$ cat src/rtl/if_fetch_unit.sv
// Instruction-fetch stage feeding the IF/ID register.
// Single-outstanding in-order fetch with stall, hold and redirect squash.
module if_fetch_unit #(
  parameter int                XLEN     = 32,
  parameter int                INSN_W   = 32,
  parameter logic [XLEN-1:0]   RESET_PC = '0,
  parameter logic [INSN_W-1:0] NOP_INSN = 32'h0000_0013
) (
  input  logic              clk,
  input  logic              rst,
  input  logic              ST_if_id_en,
  input  logic              ST_br_stall,
  input  logic              EX_take_branch,
  input  logic [XLEN-1:0]   EX_target_pc,
  output logic              IF_mem_req,
  output logic [XLEN-1:0]   IF_mem_addr,
  input  logic              mem_gnt,
  input  logic              mem_rvalid,
  input  logic [INSN_W-1:0] mem_rdata,
  output logic              IF_valid,
  output logic [INSN_W-1:0] IF_IR,
  output logic [XLEN-1:0]   IF_PC,
  output logic [XLEN-1:0]   IF_NPC
);

  typedef enum logic [1:0] {
    S_FETCH,
    S_WAIT,
    S_HOLD,
    S_SQUASH
  } state_t;

  state_t            r_state;
  state_t            w_next;
  logic [XLEN-1:0]   r_pc;
  logic [INSN_W-1:0] r_ir;
  logic [XLEN-1:0]   r_if_pc;
  logic [XLEN-1:0]   r_if_npc;
  logic [XLEN-1:0]   w_pc_inc;
  logic [XLEN-1:0]   w_target;
  logic              w_valid;
  logic              w_transfer;
  logic              w_req;
  logic              w_capture;
  logic              w_unused;

  assign w_pc_inc  = r_pc + {{(XLEN-3){1'b0}}, 3'd4};
  assign w_target  = {EX_target_pc[XLEN-1:2], 2'b00};
  assign w_capture = (r_state == S_WAIT) & mem_rvalid;
  assign w_unused  = ^EX_target_pc[1:0];

  // State register; reset abandons any outstanding request.
  always_ff @(posedge clk) begin
    if (!rst) r_state <= S_FETCH;
    else      r_state <= w_next;
  end

  // Next-state logic; redirect overrides every state.
  always_comb begin
    w_next = r_state;
    if (EX_take_branch) begin
      unique case (r_state)
        S_FETCH, S_HOLD: w_next = S_FETCH;
        S_WAIT, S_SQUASH:
          w_next = mem_rvalid ? S_FETCH : S_SQUASH;
        default: w_next = S_FETCH;
      endcase
    end else begin
      unique case (r_state)
        S_FETCH:
          if (w_req & mem_gnt) w_next = S_WAIT;
        S_WAIT:
          if (mem_rvalid) w_next = S_HOLD;
        S_HOLD:
          if (w_transfer)
            w_next = mem_gnt ? S_WAIT : S_FETCH;
        S_SQUASH:
          if (mem_rvalid) w_next = S_FETCH;
        default: w_next = S_FETCH;
      endcase
    end
  end

  // Output decode; nothing is requested or presented while in reset.
  always_comb begin
    w_valid    = rst & (r_state == S_HOLD) & ~ST_br_stall;
    w_transfer = (r_state == S_HOLD) & w_valid & ST_if_id_en;
    w_req      = rst & ((r_state == S_FETCH) | w_transfer)
               & ~ST_br_stall & ~EX_take_branch;
    IF_IR      = (r_state == S_HOLD) ? r_ir : NOP_INSN;
  end

  // Fetch PC and captured instruction bundle.
  always_ff @(posedge clk) begin
    if (!rst) begin
      r_pc     <= {RESET_PC[XLEN-1:2], 2'b00};
      r_ir     <= NOP_INSN;
      r_if_pc  <= '0;
      r_if_npc <= '0;
    end else if (EX_take_branch) begin
      r_pc <= w_target;
    end else if (w_capture) begin
      r_ir     <= mem_rdata;
      r_if_pc  <= r_pc;
      r_if_npc <= w_pc_inc;
      r_pc     <= w_pc_inc;
    end
  end

  assign IF_mem_req  = w_req;
  assign IF_mem_addr = r_pc;
  assign IF_valid    = w_valid;
  assign IF_PC       = r_if_pc;
  assign IF_NPC      = r_if_npc;

endmodule

$ cat config.mk
export PLATFORM = sky130hd
export DESIGN_NAME = if_fetch_unit
export DESIGN_NICKNAME = d
export VERILOG_FILES = /design/src/rtl/if_fetch_unit.sv
export SDC_FILE = /design/constraint.sdc
export NUM_CORES = 1
export LEC_CHECK = 0
export ABC_AREA = 1
export ABC_CLOCK_PERIOD_IN_PS = 1400
export CORE_MARGIN = 3
export CORE_UTILIZATION = 40
export DETAILED_ROUTE_END_ITERATION = 10
export GPL_TIMING_DRIVEN = 0
export HOLD_SLACK_MARGIN = 0.02
export PLACE_DENSITY_LB_ADDON = 0.15
export SLEW_MARGIN = 20
export SYNTH_ARGS = -nofsm -noshare
export SYNTH_HDL_FRONTEND = slang
export SYNTH_SLANG_ARGS = --single-unit
$ cat constraint.sdc
create_clock -name clk -period 1.4 [get_ports clk]
set_clock_uncertainty 0.15 [all_clocks]
set_input_delay 0.28 -clock clk [delete_from_list [all_inputs] [get_ports clk]]
set_output_delay 0.28 -clock clk [all_outputs]
set_load 0.005 [all_outputs]
# ---- Word-level counts from Yosys, hierarchy flattened
# Index checks and enable logic that the tools add are counted.
dict set report classes {
  n_addsub 1
  n_eq_ne 7
  n_mux 12
  bitwise_logic 13
  reduce_logical 7
}
# cell count
set ops {}
lappend ops {{2-to-1 mux 32 bit} 3}
lappend ops {{adder 32 x 3 -> 32 bit, second input constant} 1}
lappend ops {{2-to-1 mux 2 bit} 6}
lappend ops {{inequality test 3 bit, second input constant} 4}
lappend ops {{AND 1 bit} 9}
lappend ops {{one-hot mux 2 bit (4 select lines)} 1}
lappend ops {{OR reduction 2 bit} 3}
lappend ops {{equality test 2 bit, second input constant} 2}
lappend ops {{one-hot mux 2 bit (2 select lines)} 1}
lappend ops {{AND reduction 4 bit} 1}
lappend ops {{NOT 1 bit} 3}
lappend ops {{equality test 2 x 1 -> 1 bit, second input constant} 1}
lappend ops {{zero test 2 bit} 1}
lappend ops {{AND reduction 2 bit} 1}
lappend ops {{nonzero test 2 bit} 1}
lappend ops {{2-to-1 mux 1 bit} 1}
lappend ops {{OR 1 bit} 1}
dict set report totals {
  ff_bits 130
  inputBits 71
  output_inout_bits 130
  elab_cells 46
}

# ---- Depth between registers and ports, before layout
# Gate-level depths: netlist (run 1).
dict set report logic_depth {
  depth_word 13
  depth_mapped 10
  ltp_nobuf 10
}

# ---- Least setup slack after synthesis (run 1)
# OpenSTA, ideal clock, no wires.
dict set report synth_timing {
  path_type {flip-flop to flip-flop}
  start {reg r_pc[3] (netlist: IF_mem_addr[3])}
  end {reg r_if_npc[18] (netlist: IF_NPC[18])}
  setup_time_ns 0.070
  arrival_ns 1.348
  t_required_ns 1.180
  setup_slack_ns -0.169
  path_stages_with_launch 9
  n_path_buf 0
  synth_period_minus_slack_ns 1.569
  cell_sequence {dfxtp_1 > ha_1 > nand3_2 > inv_2 > nand2_1 > nor2_1 > xor2_1 > nand2_1 > a21oi_1}
}
dict set report synth_between {
  elab_chain_len 1
}
# element line_no
set synth_lines {}
lappend synth_lines {{start: declaration} 35} ;# logic [XLEN-1:0] r_pc;
lappend synth_lines {{start signal: assignment} 96} ;# r_pc <= {RESET_PC[XLEN-1:2], 2'b00};
lappend synth_lines {{start signal: assignment} 101} ;# r_pc <= w_target;
lappend synth_lines {{start signal: assignment} 106} ;# r_pc <= w_pc_inc;
lappend synth_lines {{adder 32 x 3 -> 32 bit} 47} ;# assign w_pc_inc = r_pc + {{(XLEN-3){1'b0}}, 3'd4};
lappend synth_lines {{end signal: assignment} 105} ;# r_if_npc <= w_pc_inc;
lappend synth_lines {{end: declaration} 38} ;# logic [XLEN-1:0] r_if_npc;
# Every way passes these cells.
# A chain may end at the register's enable or synchronous reset.

# ---- Worst setup path after layout (run 1)
dict set report layout_timing {
  start {reg r_state[1]}
  end {out IF_valid}
}
dict set report layout_between {
  elab_chain_len 3
}
# element line_no
set layout_lines {}
lappend layout_lines {{start: declaration} 33} ;# state_t r_state;
lappend layout_lines {{start signal: assignment} 55} ;# else r_state <= w_next;
lappend layout_lines {{equality test 2 bit} 86} ;# w_valid = rst & (r_state == S_HOLD) & ~ST_br_stall;
lappend layout_lines {{AND 1 bit (2 in a row)} 86}
lappend layout_lines {{end: declaration} 20} ;# output logic IF_valid,
# Every way passes these cells.

==> results.py, run 1 <==
metrics = {
    "sta": {
        "fmax_mhz": 526,
        "post-route-period-util": 1.36,
        "max_slew.worst_pin.slew_ns": 0.762,
        "rsz0062_at_grt": "true",
        "hold-worst-slack_ns": 0.122,
        "hold_violations": 0,
        "slew_headroom": 0.492,
        "fin_ws_ns": -0.500,
        "layout_min_cycle_time_ns": 1.90,
        "tns_ns": -47.01,
        "finalSetupViolCount": 173,
        "final-max-slew-violation-count": 0,
    },
    "worst_setup_path": {
        "worstPathCellList": "inv_4, nor2_4, buf_6, inv_8, clkbuf_16, nor2_2, buf_2",
        "timing.rr.start": "r_state[1]",
        "ff2ff_setup_slack_ns": -0.40,
        "cp_slowest_cell": "dfxtp_2",
        "slowest_delay_ns": 0.35,
        "cp.arrival_ns": 1.47,
        "setup.worst_path.end_class": "output pin",
        "crit_type": "flop to output pin",
        "critPathTopFamily": "buffers and inverters",
        "cp_max_fo": 9,
        "start_kind": "flop",
        "reg2reg_depth": 9,
        "critPathBufInv": 5,
        "r2r-end": "IF_PC[11]",
        "cp_data_required_time_ns": 0.97,
    },
    "cts": {
        "clkTransAtPathRegs_ns": 0.06,
        "clk_path_buf_depth": 2,
        "cts_root_buffer": "clkbuf_16",
        "cts_buffers": 17,
        "cts_num_sinks": 124,
        "clkLatencyLatePin_ns": 0.43,
        "ctsHtreeMaxLevel": 4,
        "hold_buffers": 0,
        "cts_tree": "done",
    },
    "worst_hold_path": {
        "hold_path_startpoint": "rst",
        "hp-class": "input pin to flop",
        "hold_depth": 3,
        "hold-path-endpoint": "r_ir[24]",
    },
    "cells_and_area": {
        "multi_input_area_um2": 3580,
        "fin_area_um2": 10800,
        "final_layout_size_suffix_gt1_frac": 0.489,
        "regArea_um2": 2590,
        "area_delta_synth_final_pct": 96.5,
        "fillCellCount": 804,
        "nets": 1184,
        "diodes": 0,
    },
    "synthesis": {
        "yosys.area.top_type_share": 0.453,
        "synthCells": 796,
        "synth_seq_area_share": 0.453,
        "synth-edff-count": 0,
        "postSynth.asyncResetShare": 0,
        "synth_cell_type_count": 30,
        "synth_seq_cells": 124,
        "ys.flop_type": "dfxtp_1",
        "synth_most_common_cell": "nand2_1",
        "synthTopCellsByArea": "dfxtp_1, nand2_1, a21oi_1, o21ai_0, nor2_1",
        "yosysTopAreaCell": "dfxtp_1",
        "yosysWarnings": 0,
        "synth_common_cells": "nand2_1, dfxtp_1, a21oi_1",
        "syn_area_um2": 5480,
        "syn_area_per_cell_um2": 6.89,
    },
    "floorplanning": {
        "initial_core_util": 0.411,
        "ioPinCount": 201,
        "die_w_um": 123,
        "die_h_um": 123,
        "die-area_um2": 15100,
        "row_count": 42,
        "core_area_um2": 13300,
    },
    "placement": {
        "place_congestion": 0.868,
        "post-place-ws_ns": -0.794,
        "placed_cell_area_um2": 7690,
        "hpwlAfterDp_um": 13800,
        "io_buffers": 190,
    },
    "routing": {
        "wirelength_um": 26200,
        "post_drt_wl_per_cell_um": 20.1,
        "ant_nets": 0,
        "remaining_drc_errors": 0,
        "drt_pass1_iterations": 5,
        "vias_per_cell": 5.42,
        "dr.first_iter.drc_count": 548,
        "vias": 7056,
    },
    "job": {
        "maxCapViolations": 0,
    },
    "status": {
        "status": "complete, but fails checks",
        "violations": "negative setup slack",
    },
    "power": {
        "p_per_area_nw_per_um2": 864,
        "ir_drop_uv": 845,
        "cellLeakagePower_nw": 4.39,
        "total_power_mw": 9.30,
    },
    "global_routing": {
        "grt.total_usage": 0.301,
        "grt_max_degree": 17,
        "antenna_found_initial": 0,
        "grt_pass1_wl_um": 35000,
        "grt_pass1_vias": 6698,
        "grt-ovfl-total": 0,
    },
}
[how the worst max path moves through the flow]
| stage | from | endpoint | slack, ns | cells after the start |
|---|---|---|---|---|
| floorplan | IF_mem_addr[4] | IF_NPC[15] | -0.0006 | 7 |
| global placement | mem_rvalid | IF_mem_addr[21] | -0.79 | 7 |
| detailed placement | mem_rvalid | IF_mem_addr[24] | -0.79 | 7 |
| CTS | r_state[1] | IF_IR[14] | -0.49 | 7 |
| global route | r_state[1] | IF_valid | -0.55 | 7 |
| finish | r_state[1] | IF_valid | -0.50 | 7 |
[placed cells by master (no fill, tap or decap), types with 3 or more instances in the layout]
master           count
dfxtp_1             75
o21ai_1             19
buf_2               58
clkinv_2             4
nor2_1              19
nand2_8              4
buf_4               49
dfxtp_4             19
conb_1               6
inv_1               78
clkdlybuf4s50_1     66
o21ai_2             28
a21oi_1             58
o21ai_0             33
xor2_1               3
inv_4                8
buf_12               6
nand3_1             16
nor2_2              34
buf_6               57
nand2_4             18
a21oi_2             47
buf_8               15
clkbuf_8             7
nand3_4              9
a31oi_1             12
nand2_1            131
clkbuf_16           28
or2_4                3
clkbuf_1            19
nand2_2             41
nand3_2              6
clkdlybuf4s15_1     34
bufbuf_16            4
dfxtp_2             30
nor2_4              38
clkdlybuf4s15_2     20
[cell type report]
type | instances | share of cell area
repair buffers | 294 | 0.268
flip-flops and latches | 124 | 0.241
inverters | 90 | 0.0344
clock inverters | 6 | 0.00743
multi-input cells | 540 | 0.333
clock buffers | 26 | 0.0483
plain buffers | 45 | 0.0479
well taps | 176 | 0.0204
[worst reg2reg max path, stage by stage (launching register included)]
cell       delay (ns)
dfxtp_2          0.33
inv_4            0.06
buf_4            0.13
nand3_4          0.07
nor2_4           0.17
buf_6            0.14
buf_4            0.10
bufbuf_16        0.24
o21ai_0          0.09
a21oi_1          0.21
[routing by layer]
layer | share of wire | vias up | GRT usage | routed length [um]
li1 | - | 3180 | - | -
met1 | 0.35 | 3277 | 0.334 | 9240
met2 | 0.48 | 454 | 0.522 | 12600
met3 | 0.11 | 145 | 0.0892 | 2840
met4 | 0.059 | 0 | 0.154 | 1550
met5 | 0 | - | 0 | 0
[where the power goes]
group / internal, mW / switching (mW) / total, mW
Clock: 2.90 / 1.63 / 4.53
Combinational: 0.549 / 0.541 / 1.09
Sequential: 3.59 / 0.0879 / 3.68
Total: 7.05 / 2.26 / 9.30
[per-stage QoR]
step	instances	utilization
finish	1301	0.807
floorplan	801	-
global placement	1167	0.576
CTS	1281	0.754
global route	1301	0.807
detailed placement	1167	0.576
[what timing repair did]
item,CTS,global route
resized for setup,814,162
endpoints found under the setup margin,247,216
pin swaps,67,33
cloned,10,6
setup buffers,72,21
[state kept, by name (all words and copies together) (netlist names)]
name / count
IF_NPC: 30
IF_PC: 30
IF_mem_addr: 30
r_ir: 32
r_state: 2
[kinds of logic after synthesis]
logic type | count (synthesis) | synth area share
AOI/OAI and AO/OA | 202 | 0.189
xor gates and xnor gates | 6 | 0.00959
adders and majority gates | 1 | 0.00228
buffers and inverters | 137 | 0.101
DFF | 124 | 0.453
other | 1 | 0.000684
and+or+nand+nor | 325 | 0.245
No activity file was read; power rests on OpenSTA's default activity.
==> inputs of run 2 (changes only) <==
Settings changed: GPL_ROUTABILITY_DRIVEN set to 0.
==> results of run 2 <==
Final layout, timing and power as in run 1 (identical DEF).
